### config.mk
export PLATFORM = sky130hd
export DESIGN_NAME = mic_sample_scheduler_flat
export DESIGN_NICKNAME = d
export VERILOG_FILES = /design/src/rtl/mic_sample_scheduler_if.sv /design/src/rtl/mic_sample_scheduler.sv /design/src/flat_wrapper.sv
export SDC_FILE = /design/constraint.sdc
export NUM_CORES = 1
export LEC_CHECK = 0
export CAP_MARGIN = 20
export CELL_PAD_IN_SITES_DETAIL_PLACEMENT = 0
export CELL_PAD_IN_SITES_GLOBAL_PLACEMENT = 1
export CORE_MARGIN = 2
export CORE_UTILIZATION = 46
export CTS_BUF_LIST = sky130_fd_sc_hd__clkbuf_16
export CTS_CLUSTER_SIZE = 14
export DETAILED_ROUTE_END_ITERATION = 12
export GPL_TIMING_DRIVEN = 0
export MAX_ROUTING_LAYER = met4
export PLACE_DENSITY = 0.78
export SYNTH_ARGS = -nofsm -noshare
export SYNTH_HDL_FRONTEND = slang
export SYNTH_SLANG_ARGS = --single-unit
### constraint.sdc
create_clock -name clk_i -period 6 [get_ports clk_i]
set_input_delay 1.2 -clock clk_i [delete_from_list [all_inputs] [get_ports clk_i]]
set_output_delay 1.2 -clock clk_i [all_outputs]
set_load 0.1 [all_outputs]
### src/rtl/mic_sample_scheduler_if.sv
`default_nettype none
// ============================================================================
//  Module      : mic_sample_scheduler_if
//  Description : Bundle of all non-clock signals of mic_sample_scheduler.
//                Suffixes are from the scheduler's point of view.
//                  en_i/period_i       : sampling enable and period in cycles
//                  start_o/done_i      : handshake with the SPI receiver
//                  data_i              : receiver word (low 12 bits used)
//                  sample_o/_valid_o   : FIFO head towards the DSP consumer
//                  sample_ready_i      : consumer accept
//                  level_o             : FIFO occupancy
//                  overrun_o/missed_o/timeout_o : sticky error flags
//                  clr_err_i           : clears the sticky flags
//                master = scheduler side, slave = environment side.
//  Revision    : 1.0 - initial release
// ============================================================================
interface mic_sample_scheduler_if #(
    parameter int FIFO_DEPTH = 8
) ();
    localparam int LW = $clog2(FIFO_DEPTH) + 1;

    logic          en_i;
    logic [15:0]   period_i;
    logic          start_o;
    logic          done_i;
    logic [15:0]   data_i;
    logic [11:0]   sample_o;
    logic          sample_valid_o;
    logic          sample_ready_i;
    logic [LW-1:0] level_o;
    logic          overrun_o;
    logic          missed_o;
    logic          timeout_o;
    logic          clr_err_i;

    modport master (
        input  en_i, period_i, done_i, data_i, sample_ready_i, clr_err_i,
        output start_o, sample_o, sample_valid_o, level_o,
               overrun_o, missed_o, timeout_o
    );

    modport slave (
        output en_i, period_i, done_i, data_i, sample_ready_i, clr_err_i,
        input  start_o, sample_o, sample_valid_o, level_o,
               overrun_o, missed_o, timeout_o
    );
endinterface
`default_nettype wire

### src/rtl/mic_sample_scheduler.sv
`default_nettype none
// ============================================================================
//  Module      : mic_sample_scheduler
//  Description : Periodically starts conversions on an SPI microphone
//                receiver via a START/DONE handshake, extracts the 12-bit
//                sample and buffers it in a first-word-fall-through FIFO
//                drained by a valid/ready consumer. Reports sticky overrun,
//                missed-tick and handshake-timeout errors.
//  Ports       : clk_i   - system clock (receiver domain)
//                rst_ni  - synchronous active-low reset
//                bus     - mic_sample_scheduler_if.master (all other signals)
//  Option      : MIC_AVG4_EN - when defined, four consecutive captures are
//                averaged and only the average is pushed.
//  Revision    : 1.0 - initial release
// ============================================================================
module mic_sample_scheduler #(
    parameter int FIFO_DEPTH  = 8,
    parameter int SYNC_STAGES = 2,
    parameter int TIMEOUT_CYC = 1024
) (
    input  logic                   clk_i,
    input  logic                   rst_ni,
    mic_sample_scheduler_if.master bus
);
    localparam int AW = $clog2(FIFO_DEPTH);
    localparam int LW = AW + 1;
    localparam int TW = $clog2(TIMEOUT_CYC + 1);

    localparam logic [1:0] S_IDLE    = 2'd0;
    localparam logic [1:0] S_REQ     = 2'd1;
    localparam logic [1:0] S_BUSY    = 2'd2;
    localparam logic [1:0] S_CAPTURE = 2'd3;

    // ---------------- DONE synchronizer (idle level is 1) ------------------
    logic [SYNC_STAGES-1:0] sync_q;
    logic                   w_ds;

    always_ff @(posedge clk_i) begin
        if (!rst_ni) sync_q <= '1;
        else         sync_q <= {sync_q[SYNC_STAGES-2:0], bus.done_i};
    end
    assign w_ds = sync_q[SYNC_STAGES-1];

    // ---------------- Period counter ---------------------------------------
    // per_q holds the period in use; it is reloaded only at a wrap (or while
    // disabled) so a PERIOD change never truncates a running interval.
    logic [15:0] cnt_q, cnt_d, per_q, per_d, w_lim;
    logic        w_tick;

    assign w_lim  = (per_q == 16'd0) ? 16'd0 : per_q - 16'd1;
    assign w_tick = bus.en_i && (cnt_q == w_lim);

    always_comb begin
        cnt_d = cnt_q + 16'd1;
        per_d = per_q;
        if (!bus.en_i || w_tick) begin
            cnt_d = 16'd0;
            per_d = bus.period_i;
        end
    end

    always_ff @(posedge clk_i) begin
        if (!rst_ni) begin
            cnt_q <= 16'd0;
            per_q <= bus.period_i;
        end else begin
            cnt_q <= cnt_d;
            per_q <= per_d;
        end
    end

    // ---------------- Handshake FSM ----------------------------------------
    logic [1:0]    state_q, state_d;
    logic [TW-1:0] tmo_q, tmo_d;
    logic          w_tmo_hit, w_start, w_capture, w_timeout_set, w_missed_set;

    assign w_tmo_hit = (tmo_q == TW'(TIMEOUT_CYC - 1));

    always_ff @(posedge clk_i) begin
        if (!rst_ni) begin
            state_q <= S_IDLE;
            tmo_q   <= '0;
        end else begin
            state_q <= state_d;
            tmo_q   <= tmo_d;
        end
    end

    // A real handshake progress wins over a timeout in the same cycle.
    always_comb begin
        state_d = state_q;
        case (state_q)
            S_IDLE:    if (w_tick && w_ds) state_d = S_REQ;
            S_REQ:     if (!w_ds)          state_d = S_BUSY;
                       else if (w_tmo_hit) state_d = S_IDLE;
            S_BUSY:    if (w_ds)           state_d = S_CAPTURE;
                       else if (w_tmo_hit) state_d = S_IDLE;
            S_CAPTURE:                     state_d = S_IDLE;
            default:                       state_d = S_IDLE;
        endcase
        // Counter restarts on every state entry.
        tmo_d = (state_d != state_q) ? '0 : tmo_q + TW'(1);
    end

    always_comb begin
        w_start       = 1'b0;
        w_capture     = 1'b0;
        w_timeout_set = 1'b0;
        case (state_q)
            S_REQ: begin
                w_start       = 1'b1;
                w_timeout_set = w_ds && w_tmo_hit;
            end
            S_BUSY:    w_timeout_set = !w_ds && w_tmo_hit;
            S_CAPTURE: w_capture     = 1'b1;
            default:   ;
        endcase
    end

    // Ticks are never queued: any tick that cannot start a request is lost.
    assign w_missed_set = w_tick && ((state_q != S_IDLE) || !w_ds);

    // ---------------- Push source ------------------------------------------
    logic        w_push;
    logic [11:0] w_push_data;

`ifdef MIC_AVG4_EN
    logic [13:0] acc_q, acc_d, w_sum;
    logic [1:0]  ph_q, ph_d;

    assign w_sum = acc_q + {2'b00, bus.data_i[11:0]};

    always_comb begin
        acc_d       = acc_q;
        ph_d        = ph_q;
        w_push      = 1'b0;
        w_push_data = w_sum[13:2];
        if (!bus.en_i) begin
            acc_d = '0;
            ph_d  = '0;
        end else if (w_capture) begin
            if (ph_q == 2'd3) begin
                w_push = 1'b1;
                acc_d  = '0;
                ph_d   = '0;
            end else begin
                acc_d = w_sum;
                ph_d  = ph_q + 2'd1;
            end
        end
    end

    always_ff @(posedge clk_i) begin
        if (!rst_ni) begin
            acc_q <= '0;
            ph_q  <= '0;
        end else begin
            acc_q <= acc_d;
            ph_q  <= ph_d;
        end
    end

    wire w_unused = &{1'b0, bus.data_i[15:12], w_sum[1:0]};
`else
    assign w_push      = w_capture;
    assign w_push_data = bus.data_i[11:0];

    wire w_unused = &{1'b0, bus.data_i[15:12]};
`endif

    // ---------------- Sample FIFO (FWFT, registered head) ------------------
    logic [11:0]   mem_q [FIFO_DEPTH];
    logic [AW-1:0] wr_q, wr_d, rd_q, rd_d;
    logic [LW-1:0] lvl_q, lvl_d;
    logic [11:0]   smp_q, smp_d;
    logic          vld_q, vld_d;
    logic          w_full, w_pop, w_wr, w_ovr_set;

    assign w_full    = (lvl_q == LW'(FIFO_DEPTH));
    assign w_pop     = vld_q && bus.sample_ready_i;
    assign w_wr      = w_push && (!w_full || w_pop);
    assign w_ovr_set = w_push && w_full && !w_pop;

    always_comb begin
        wr_d  = w_wr  ? wr_q + AW'(1) : wr_q;
        rd_d  = w_pop ? rd_q + AW'(1) : rd_q;
        lvl_d = lvl_q + {{(LW-1){1'b0}}, w_wr} - {{(LW-1){1'b0}}, w_pop};
        vld_d = (lvl_d != '0);
        smp_d = smp_q;
        // The new head is either an already-stored entry or, when the FIFO
        // would otherwise be empty, the word being written this cycle.
        if (vld_d)
            smp_d = (w_wr && (rd_d == wr_q)) ? w_push_data : mem_q[rd_d];
    end

    always_ff @(posedge clk_i) begin
        if (w_wr) mem_q[wr_q] <= w_push_data;
    end

    always_ff @(posedge clk_i) begin
        if (!rst_ni) begin
            wr_q  <= '0;
            rd_q  <= '0;
            lvl_q <= '0;
            smp_q <= '0;
            vld_q <= 1'b0;
        end else begin
            wr_q  <= wr_d;
            rd_q  <= rd_d;
            lvl_q <= lvl_d;
            smp_q <= smp_d;
            vld_q <= vld_d;
        end
    end

    // ---------------- Sticky error flags (set beats clear) -----------------
    logic ovr_q, mis_q, tmo_flag_q;

    always_ff @(posedge clk_i) begin
        if (!rst_ni) begin
            ovr_q      <= 1'b0;
            mis_q      <= 1'b0;
            tmo_flag_q <= 1'b0;
        end else begin
            ovr_q      <= w_ovr_set     | (ovr_q      & ~bus.clr_err_i);
            mis_q      <= w_missed_set  | (mis_q      & ~bus.clr_err_i);
            tmo_flag_q <= w_timeout_set | (tmo_flag_q & ~bus.clr_err_i);
        end
    end

    // ---------------- Outputs ----------------------------------------------
    assign bus.start_o        = w_start;
    assign bus.sample_o       = smp_q;
    assign bus.sample_valid_o = vld_q;
    assign bus.level_o        = lvl_q;
    assign bus.overrun_o      = ovr_q;
    assign bus.missed_o       = mis_q;
    assign bus.timeout_o      = tmo_flag_q;

endmodule
`default_nettype wire

### src/flat_wrapper.sv
// flat-port wrapper written by rule: the top's interface ports become plain ports
module mic_sample_scheduler_flat 
#(
    parameter int FIFO_DEPTH  = 8,
    parameter int SYNC_STAGES = 2,
    parameter int TIMEOUT_CYC = 1024
)
  (clk_i, rst_ni, bus_en_i, bus_period_i, bus_done_i, bus_data_i, bus_sample_ready_i, bus_clr_err_i, bus_start_o, bus_sample_o, bus_sample_valid_o, bus_level_o, bus_overrun_o, bus_missed_o, bus_timeout_o);
  mic_sample_scheduler_if #(.FIFO_DEPTH(FIFO_DEPTH)) bus_i ();
  input  logic clk_i;
  input  logic rst_ni;
  input wire logic [$bits(bus_i.en_i)-1:0] bus_en_i;
  input wire logic [$bits(bus_i.period_i)-1:0] bus_period_i;
  input wire logic [$bits(bus_i.done_i)-1:0] bus_done_i;
  input wire logic [$bits(bus_i.data_i)-1:0] bus_data_i;
  input wire logic [$bits(bus_i.sample_ready_i)-1:0] bus_sample_ready_i;
  input wire logic [$bits(bus_i.clr_err_i)-1:0] bus_clr_err_i;
  output wire logic [$bits(bus_i.start_o)-1:0] bus_start_o;
  output wire logic [$bits(bus_i.sample_o)-1:0] bus_sample_o;
  output wire logic [$bits(bus_i.sample_valid_o)-1:0] bus_sample_valid_o;
  output wire logic [$bits(bus_i.level_o)-1:0] bus_level_o;
  output wire logic [$bits(bus_i.overrun_o)-1:0] bus_overrun_o;
  output wire logic [$bits(bus_i.missed_o)-1:0] bus_missed_o;
  output wire logic [$bits(bus_i.timeout_o)-1:0] bus_timeout_o;
  assign bus_i.en_i = bus_en_i;
  assign bus_i.period_i = bus_period_i;
  assign bus_i.done_i = bus_done_i;
  assign bus_i.data_i = bus_data_i;
  assign bus_i.sample_ready_i = bus_sample_ready_i;
  assign bus_i.clr_err_i = bus_clr_err_i;
  assign bus_start_o = bus_i.start_o;
  assign bus_sample_o = bus_i.sample_o;
  assign bus_sample_valid_o = bus_i.sample_valid_o;
  assign bus_level_o = bus_i.level_o;
  assign bus_overrun_o = bus_i.overrun_o;
  assign bus_missed_o = bus_i.missed_o;
  assign bus_timeout_o = bus_i.timeout_o;
  mic_sample_scheduler #(.FIFO_DEPTH(FIFO_DEPTH), .SYNC_STAGES(SYNC_STAGES), .TIMEOUT_CYC(TIMEOUT_CYC)) u_core (.clk_i(clk_i), .rst_ni(rst_ni), .bus(bus_i));
endmodule
==> summary.txt, run 1 <==
Run status
  • Run status: complete, no violations

Setup path
  • Data arrival time of the worst path: 5160 ps
  • Worst Path Class, Setup: input port to flip-flop
  • Critical path fanouts, max: 10
  • Sort of element at the start of the critical path: input port
  • Cell-by-cell trace of the critical path: clkdlybuf4s50_1 > nand2_1 > a31oi_1 > ha_1 > inv_1 > fa_1 > xnor2_1 > nor4b_1 > buf_2 > clkbuf_1 > a211oi_1 > a21oi_1 > nor2b_1
  • Standard cell with the maximum stage delay on the critical path: a31oi_1
  • Critical path capture point type: flip-flop
  • Data required time of the worst path: 6320 ps
  • Largest stage delay on the critical path: 620 ps

Route
  • Post-detailed-routing wire length: 17000 µm
  • Count of routing violations after the opening detailed-route iteration: 398
  • DRC Markers: 0
  • Number of nets still failing antenna checks after routing: 0
  • Vias: 5104
  • Via density: 5.506
  • Average wire per cell in the routed design: 18.34 µm
  • Length of the first detailed-routing pass in iterations: 4

Finish
  • Antenna Diode Count: 0
  • Fraction of final layout cells with drive strength greater than 1: 12.31%
  • Fill count: 1323
  • Final net count: 748
  • Final Core Density: 56.16%
  • Area grow syn2layout: 19.85%

CTS
  • TritonCTS clock tree: done
  • TritonCTS Sinks: 169
  • H-Tree Level Count: 4
  • Clock transition at the registers of the reported paths: 70 ps
  • Cts-stage hold buffer count: 0
  • Skew-Pair Late Insertion Delay: 430 ps
  • Number of buffers created by CTS: 17
  • Max Buffers Root-to-Sink: 2
  • Post-cts repair resize count: 0
  • Number of setup buffers added after CTS: 0
  • Root buf cell: clkbuf_16

Run
  • Maximum capacitance violations: 0

Placed design
  • Final weighted congestion of routability-driven global placement: 0.8690
  • Detailed placement HPWL: 11840 µm
  • Port Buf Inserts: 53

Synthesis
  • Flip-flop and latch count after synthesis: 169
  • Most instantiated flip-flop cell in the synthesis netlist: edfxtp_1
  • Post-synthesis cell count: 612
  • Synth Area per Inst: 12.61 µm²
  • Distinct cell type count of the synthesized netlist: 56
  • Share of synthesized area occupied by flip-flops and latches: 58.38%
  • Proportion of synthesized flip-flops having asynchronous set or reset: 0%
  • Count of flip-flops with a built-in enable after synthesis: 112
  • Synth warn: 0
  • Synth Cell Area: 0.007715 mm²
  • Syn_nets: 666

STA
  • Post-route clock period utilization: 80.59%
  • Accumulated negative setup slack: 0 ps
  • Final max-slew violation count: 0
  • Crit path time final: 4835 ps
  • Actual slew at the worst max-slew pin: 1066 ps
  • Final hold violations: 0
  • Worst-case headroom to the max-slew limit: 26.93%
  • Setup Skew: 8.147 ps
  • Fmax: 206.8 MHz
  • Count of final setup violators: 0
  • RSZ-0062 raised after global routing: false

Pwr
  • Power density over cell area: 379.1 mW/mm²
  • Peak ir drop on the vdd network: 0.2452 mV
  • Total Power: 3.506 mW
  • Static Leakage: 3.217 nW

Floorplanning
  • Die height: 133.5 µm
  • Die Outline Area: 0.01782 mm²
  • Num ports: 59
  • Num rows: 47
  • Standard cell core area: 0.01647 mm²
  • Starting density of the core: 46.85%
  • Die extent in x: 133.5 µm

GRT
  • Overall overflow remaining after global route: 0
  • First-pass GRT wire length: 27300 µm
  • Via count of the first global-routing pass: 5116
  • Global routing usage summed across all routing layers: 20.63%
  • Initial antenna violation count: 0
  • Pin count of the biggest net entering global routing: 26

Hold path
  • Min-delay worst type: flip-flop to flip-flop
path summary, 6_finish.rpt:
kind,startpoint,to,slack [ps],cells after the start
worst min-delay path,u_core.sync_q[0],u_core.sync_q[1],430,1
worst max-delay path,bus_sample_ready_i,u_core.bus.sample_o[0],1160,13
worst min register to register,u_core.sync_q[0],u_core.sync_q[1],430,1
worst max register to register,u_core.state_q[1],u_core.bus.sample_o[0],1950,13
critical path: cells and delay by family:
| family | cells | cell delay, ps |
|---|---|---|
| compound gates | 3 | 1000 |
| fa+ha+maj | 2 | 670 |
| xor+xnor | 1 | 150 |
| buf+inv | 4 | 1360 |
| simple gates | 3 | 760 |
metal layers:
metal	GRT usage [%]	vias to the layer above	wire length, µm
li1	-	2451	-
met1	27.51	2524	7634
met2	32.79	109	8413
met3	3.805	20	752
met4	5.556	0	199
met5	-	-	0
Yosys cell counts (19+ instances only):
library cell | number | share of area (%)
dfxtp_1 | 57 | 15
xor2_1 | 21 | 2.4
nor3_1 | 20 | 1.3
nand2_1 | 38 | 1.8
clkbuf_1 | 25 | 1.2
edfxtp_1 | 112 | 44
mux2i_1 | 20 | 2.6
inv_1 | 21 | 1.0
mux4_2 | 24 | 7.0
a21oi_1 | 24 | 1.6
xnor2_1 | 19 | 2.2
nor2_1 | 47 | 2.3
nor2b_1 | 21 | 1.7
area by class of cell:
class | instances | area [µm²] | area share, %
clock buffers | 17 | 425.4 | 4.601
flip-flops and latches | 169 | 4504 | 48.71
multi-input cells | 390 | 3025 | 32.72
well taps | 220 | 275.3 | 2.977
inverters | 21 | 78.83 | 0.8525
repair buffers | 63 | 633.1 | 6.847
plain buffers | 32 | 136.4 | 1.475
clock inverters | 15 | 167.7 | 1.813
where the power goes:
group / total (mW) / switching [mW] / internal [mW] / leakage [nW]
combinational: 1.05 / 0.680 / 0.371 / 1.44
sequential: 1.35 / 0.0472 / 1.30 / 1.49
clock: 1.11 / 0.482 / 0.623 / 0.283
layout by cell type (no fill, tap or decap), types with 4 or more instances in the layout:
| cell | synthesis | layout |
|---|---|---|
| nand2b_1 | 9 | 9 |
| edfxtp_1 | 112 | 112 |
| ha_1 | 15 | 15 |
| nand3_1 | 17 | 17 |
| and3_1 | 4 | 4 |
| nor2_1 | 47 | 47 |
| clkbuf_16 | 0 | 17 |
| nor4_4 | 4 | 4 |
| xor2_1 | 21 | 21 |
| a21oi_1 | 24 | 24 |
| inv_8 | 0 | 4 |
| clkinvlp_4 | 0 | 4 |
| xnor2_1 | 19 | 19 |
| buf_6 | 2 | 10 |
| clkdlybuf4s50_1 | 0 | 53 |
| inv_1 | 21 | 21 |
| dfxtp_1 | 57 | 57 |
| or4_1 | 6 | 6 |
| mux2i_1 | 20 | 20 |
| nor3b_2 | 0 | 4 |
| a211oi_1 | 14 | 14 |
| a21boi_0 | 5 | 5 |
| or2_2 | 4 | 4 |
| mux4_2 | 24 | 24 |
| clkbuf_1 | 25 | 25 |
| nand4_1 | 10 | 10 |
| and2_1 | 6 | 6 |
| nor2b_1 | 21 | 21 |
| nor4_1 | 7 | 7 |
| nor3_1 | 20 | 18 |
| buf_1 | 4 | 4 |
| nand2_1 | 38 | 38 |
| o21ai_0 | 11 | 11 |
stage by stage:
stage	area, µm²	worst slack (ps)	hold WS (ps)	std cells
2_1_floorplan	7715	2077	386.3	612
3_3_place_gp	8521	446.1	389.0	885
3_5_place_dp	8646	759.1	418.6	894
4_1_cts	9239	1189	435.0	926
5_1_grt	9246	973.5	445.2	927
6_report	9246	1165	428.6	927
registers in the layout (all words and copies together), names as in the netlist:
signal / cells
u_core.mem_q: 96
u_core.cnt_q: 16
u_core.per_q: 16
u_core.bus.sample_o: 12
u_core.tmo_q: 11
u_core.bus.level_o: 4
u_core.rd_q: 3
u_core.wr_q: 3
u_core.state_q: 2
u_core.sync_q: 2
u_core.bus.missed_o: 1
u_core.bus.overrun_o: 1
u_core.bus.sample_valid_o: 1
u_core.bus.timeout_o: 1
cell families (layout without fill, tap and decap cells):
| group | count (synthesis) | after routing | share of synthesized area [%] |
|---|---|---|---|
| DFF | 169 | 169 | 58.38 |
| and+or+nand+nor | 208 | 208 | 14.73 |
| xor gates and xnor gates | 40 | 40 | 4.541 |
| AOI/OAI and AO/OA | 81 | 81 | 7.120 |
| buffers and inverters | 53 | 148 | 2.789 |
| adders and majority gates | 16 | 16 | 2.692 |
| muxes | 45 | 45 | 9.747 |
Power figures use the tool's default switching activity.
==> inputs of run 2 (changes only) <==
==> constraint.sdc (replaced) <==
create_clock -name clk_i -period 5.1 [get_ports clk_i]
set_input_delay 1.02 -clock clk_i [delete_from_list [all_inputs] [get_ports clk_i]]
set_output_delay 1.02 -clock clk_i [all_outputs]
set_load 0.1 [all_outputs]
==> results of run 2 <==
The final DEF is identical to that of run 1. Status: complete, no violations.
Among the figures that moved: setup slack after placement 759.1 ps -> 39.08 ps; setup slack after layout 1165 ps -> 444.6 ps; register-to-register setup slack 1950 ps -> 1050 ps; total power 3.506 mW -> 4.124 mW; worst IR drop on VDD 0.2452 mV -> 0.2884 mV
==> inputs of run 3 (changes only) <==
--- a/config.mk
+++ b/config.mk
@@ -5,17 +5,18 @@
 export SDC_FILE = /design/constraint.sdc
 export NUM_CORES = 1
 export LEC_CHECK = 0
+export ABC_CLOCK_PERIOD_IN_PS = 3800
 export CAP_MARGIN = 20
 export CELL_PAD_IN_SITES_DETAIL_PLACEMENT = 0
 export CELL_PAD_IN_SITES_GLOBAL_PLACEMENT = 1
 export CORE_MARGIN = 2
-export CORE_UTILIZATION = 46
+export CORE_UTILIZATION = 43
 export CTS_BUF_LIST = sky130_fd_sc_hd__clkbuf_16
 export CTS_CLUSTER_SIZE = 14
 export DETAILED_ROUTE_END_ITERATION = 12
 export GPL_TIMING_DRIVEN = 0
 export MAX_ROUTING_LAYER = met4
-export PLACE_DENSITY = 0.78
+export PLACE_DENSITY = 0.77
 export SYNTH_ARGS = -nofsm -noshare
 export SYNTH_HDL_FRONTEND = slang
 export SYNTH_SLANG_ARGS = --single-unit
==> constraint.sdc (replaced) <==
create_clock -name clk_i -period 3.8 [get_ports clk_i]
set_input_delay 0.76 -clock clk_i [delete_from_list [all_inputs] [get_ports clk_i]]
set_output_delay 0.76 -clock clk_i [all_outputs]
set_load 0.1 [all_outputs]
==> summary.txt, run 3 (synthesis gave the netlist of run 1 again) <==
Floorplanning
  • Starting density of the core: 44.30%
  • Die height: 137.9 µm
  • Standard cell core area: 0.01742 mm²
  • Num ports: 59
  • Num rows: 48
  • Die Outline Area: 0.01903 mm²
  • Die extent in x: 137.9 µm

Setup path
  • Critical path fanouts, max: 25
  • Critical path capture point type: flip-flop
  • Worst Path Class, Setup: flip-flop to flip-flop
  • Worst setup slack for register-to-register paths: 190 ps
  • Sort of element at the start of the critical path: flip-flop
  • Data arrival time of the worst path: 3750 ps
  • Data required time of the worst path: 3930 ps

Placed design
  • Detailed placement HPWL: 11520 µm
  • Placed cell count: 899
  • Final weighted congestion of routability-driven global placement: 0.8619
  • Port Buf Inserts: 53

STA
  • Worst-case headroom to the max-slew limit: 34.19%
  • Actual slew at the worst max-slew pin: 984.0 ps
  • Post-route clock period utilization: 95.12%
  • Final max-slew violation count: 0
  • Setup Skew: 6.369 ps
  • Fmax: 276.6 MHz
  • Accumulated negative setup slack: 0 ps
  • Final hold violations: 0
  • Count of final setup violators: 0
  • Crit path time final: 3615 ps

Route
  • Post-detailed-routing wire length: 16100 µm
  • Vias: 5091
  • Length of the first detailed-routing pass in iterations: 5
  • Number of nets still failing antenna checks after routing: 0
  • DRC Markers: 0
  • Count of routing violations after the opening detailed-route iteration: 364
  • Average wire per cell in the routed design: 17.18 µm
  • Via density: 5.433

CTS
  • Root buf cell: clkbuf_16
  • TritonCTS Sinks: 169
  • TritonCTS clock tree: done
  • Max Buffers Root-to-Sink: 2
  • Number of buffers created by CTS: 17
  • Skew-Pair Late Insertion Delay: 430 ps
  • Cts-stage hold buffer count: 0
  • H-Tree Level Count: 4
  • Clock transition at the registers of the reported paths: 70 ps

Finish
  • Final net count: 753
  • Register area: 0.004507 mm²
  • Leading cell type in the layout, fill and taps excluded: edfxtp_1
  • Fraction of final layout cells with drive strength greater than 1: 14.47%
  • Area occupied by multi-input gates: 0.003078 mm²
  • Antenna Diode Count: 0
  • Commonest cells after routing, fill and taps aside: 112 x edfxtp_1, 55 x dfxtp_1, 53 x clkdlybuf4s50_1, 47 x nor2_1, 38 x nand2_1
  • Area grow syn2layout: 20.61%
  • Max FFs per register: 96
  • Largest reg by FF count: u_core.mem_q
  • Fill count: 1458
  • Number of standard cells in the layout, taps in and fillers out: 937
  • Top flop regs: u_core.mem_q: 96 flops, u_core.cnt_q: 16 flops, u_core.per_q: 16 flops
  • Final Core Density: 53.43%

GRT
  • Pin count of the biggest net entering global routing: 26
  • Overall overflow remaining after global route: 0
  • Global routing usage summed across all routing layers: 18.59%
  • Via count of the first global-routing pass: 4945
  • First-pass GRT wire length: 25860 µm
  • Initial antenna violation count: 0

Run
  • Maximum capacitance violations: 0

Pwr
  • Internal power component: 3.505 mW
  • Power density over cell area: 578.5 mW/mm²
  • Power share of the combinational group: 30.8%
  • Static Leakage: 3.259 nW
  • Peak ir drop on the vdd network: 0.4089 mV
  • Switching Fraction: 34.88%
  • Switching pwr: 1.878 mW
  • Fraction of power consumed by the clock network: 29.7%
  • Seq pwr share: 39.6%

Hold path
  • Min-delay worst type: flip-flop to flip-flop

Run status
  • Run status: complete, no violations
[run 3: cell types whose count changed in the layout (fill, tap and decap cells not counted), sizes merged]
cell and delta:
clkinvlp -3, bufinv -2, buf +6, clkbuf -2
clkdlybuf4s15 +1, clkinv -1, inv +6
[run 3: what timing repair did]
action | in CTS | in global routing
gates resized for setup | 5 | 10
setup buffers | 0 | 7
pin swaps | 0 | 3
endpoints found under the setup margin | 45 | 44
endpoints found under the hold margin | 0 | 0
[run 3: power groups by stage]
stage	Clock (mW)	Sequential (mW)	Combinational, mW
6_report	1.60	2.13	1.66
5_1_grt	1.71	2.14	1.77
4_1_cts	1.62	2.13	1.64
3_5_place_dp	0	2.17	1.63
3_3_place_gp	0	2.17	1.60
2_1_floorplan	0	2.64	0.754
[run 3: layer usage]
| layer | vias to the layer above | global-route usage (%) | part of all wire [%] | routed length, µm |
|---|---|---|---|---|
| met2 | 111 | 28.58 | 48 | 7726 |
| met1 | 2505 | 25.09 | 47 | 7561 |
| met5 | - | - | 0 | 0 |
| met4 | 0 | 5.556 | 1.3 | 203 |
| li1 | 2456 | - | - | - |
| met3 | 19 | 3.838 | 3.8 | 610 |
[run 3: stage by stage]
step	setup slack, ps	hold slack (ps)	area (µm²)	power [mW]
detailed placement	-725.1	402.4	8647	3.799
finish	185.3	409.7	9305	5.383
CTS	4.700	413.8	9209	5.399
global route	-21.66	450.0	9305	5.617
floorplan	103.6	386.3	7717	3.391
global placement	-1132	388.9	8529	3.769
[run 3: final cells by class]
type | instances | area share, %
sequential | 169 | 48.43
inverter | 21 | 0.8471
multi-input combinational | 390 | 33.08
clock buffer | 17 | 4.572
buffer | 31 | 1.614
tap | 225 | 3.025
timing repair buffer | 69 | 7.207
clock inverter | 15 | 1.224
[run 3: path summary, 6_finish.rpt]
check,cells after the start,from,end
worst max-delay path,11,u_core.per_q[0],u_core.per_q[15]
worst min-delay path,1,u_core.sync_q[0],u_core.sync_q[1]
worst max register to register,11,u_core.per_q[0],u_core.per_q[15]
worst min register to register,1,u_core.sync_q[0],u_core.sync_q[1]
[run 3: critical path, stage by stage, from the launching register on]
cell and delay (ps):
edfxtp_1 350, clkbuf_1 180, inv_1 90, ha_1 190, or3b_2 580, nor4_4 470
buf_4 190, a21oi_1 40, o311a_1 320, or3_4 410, o21bai_4 260, buf_12 220
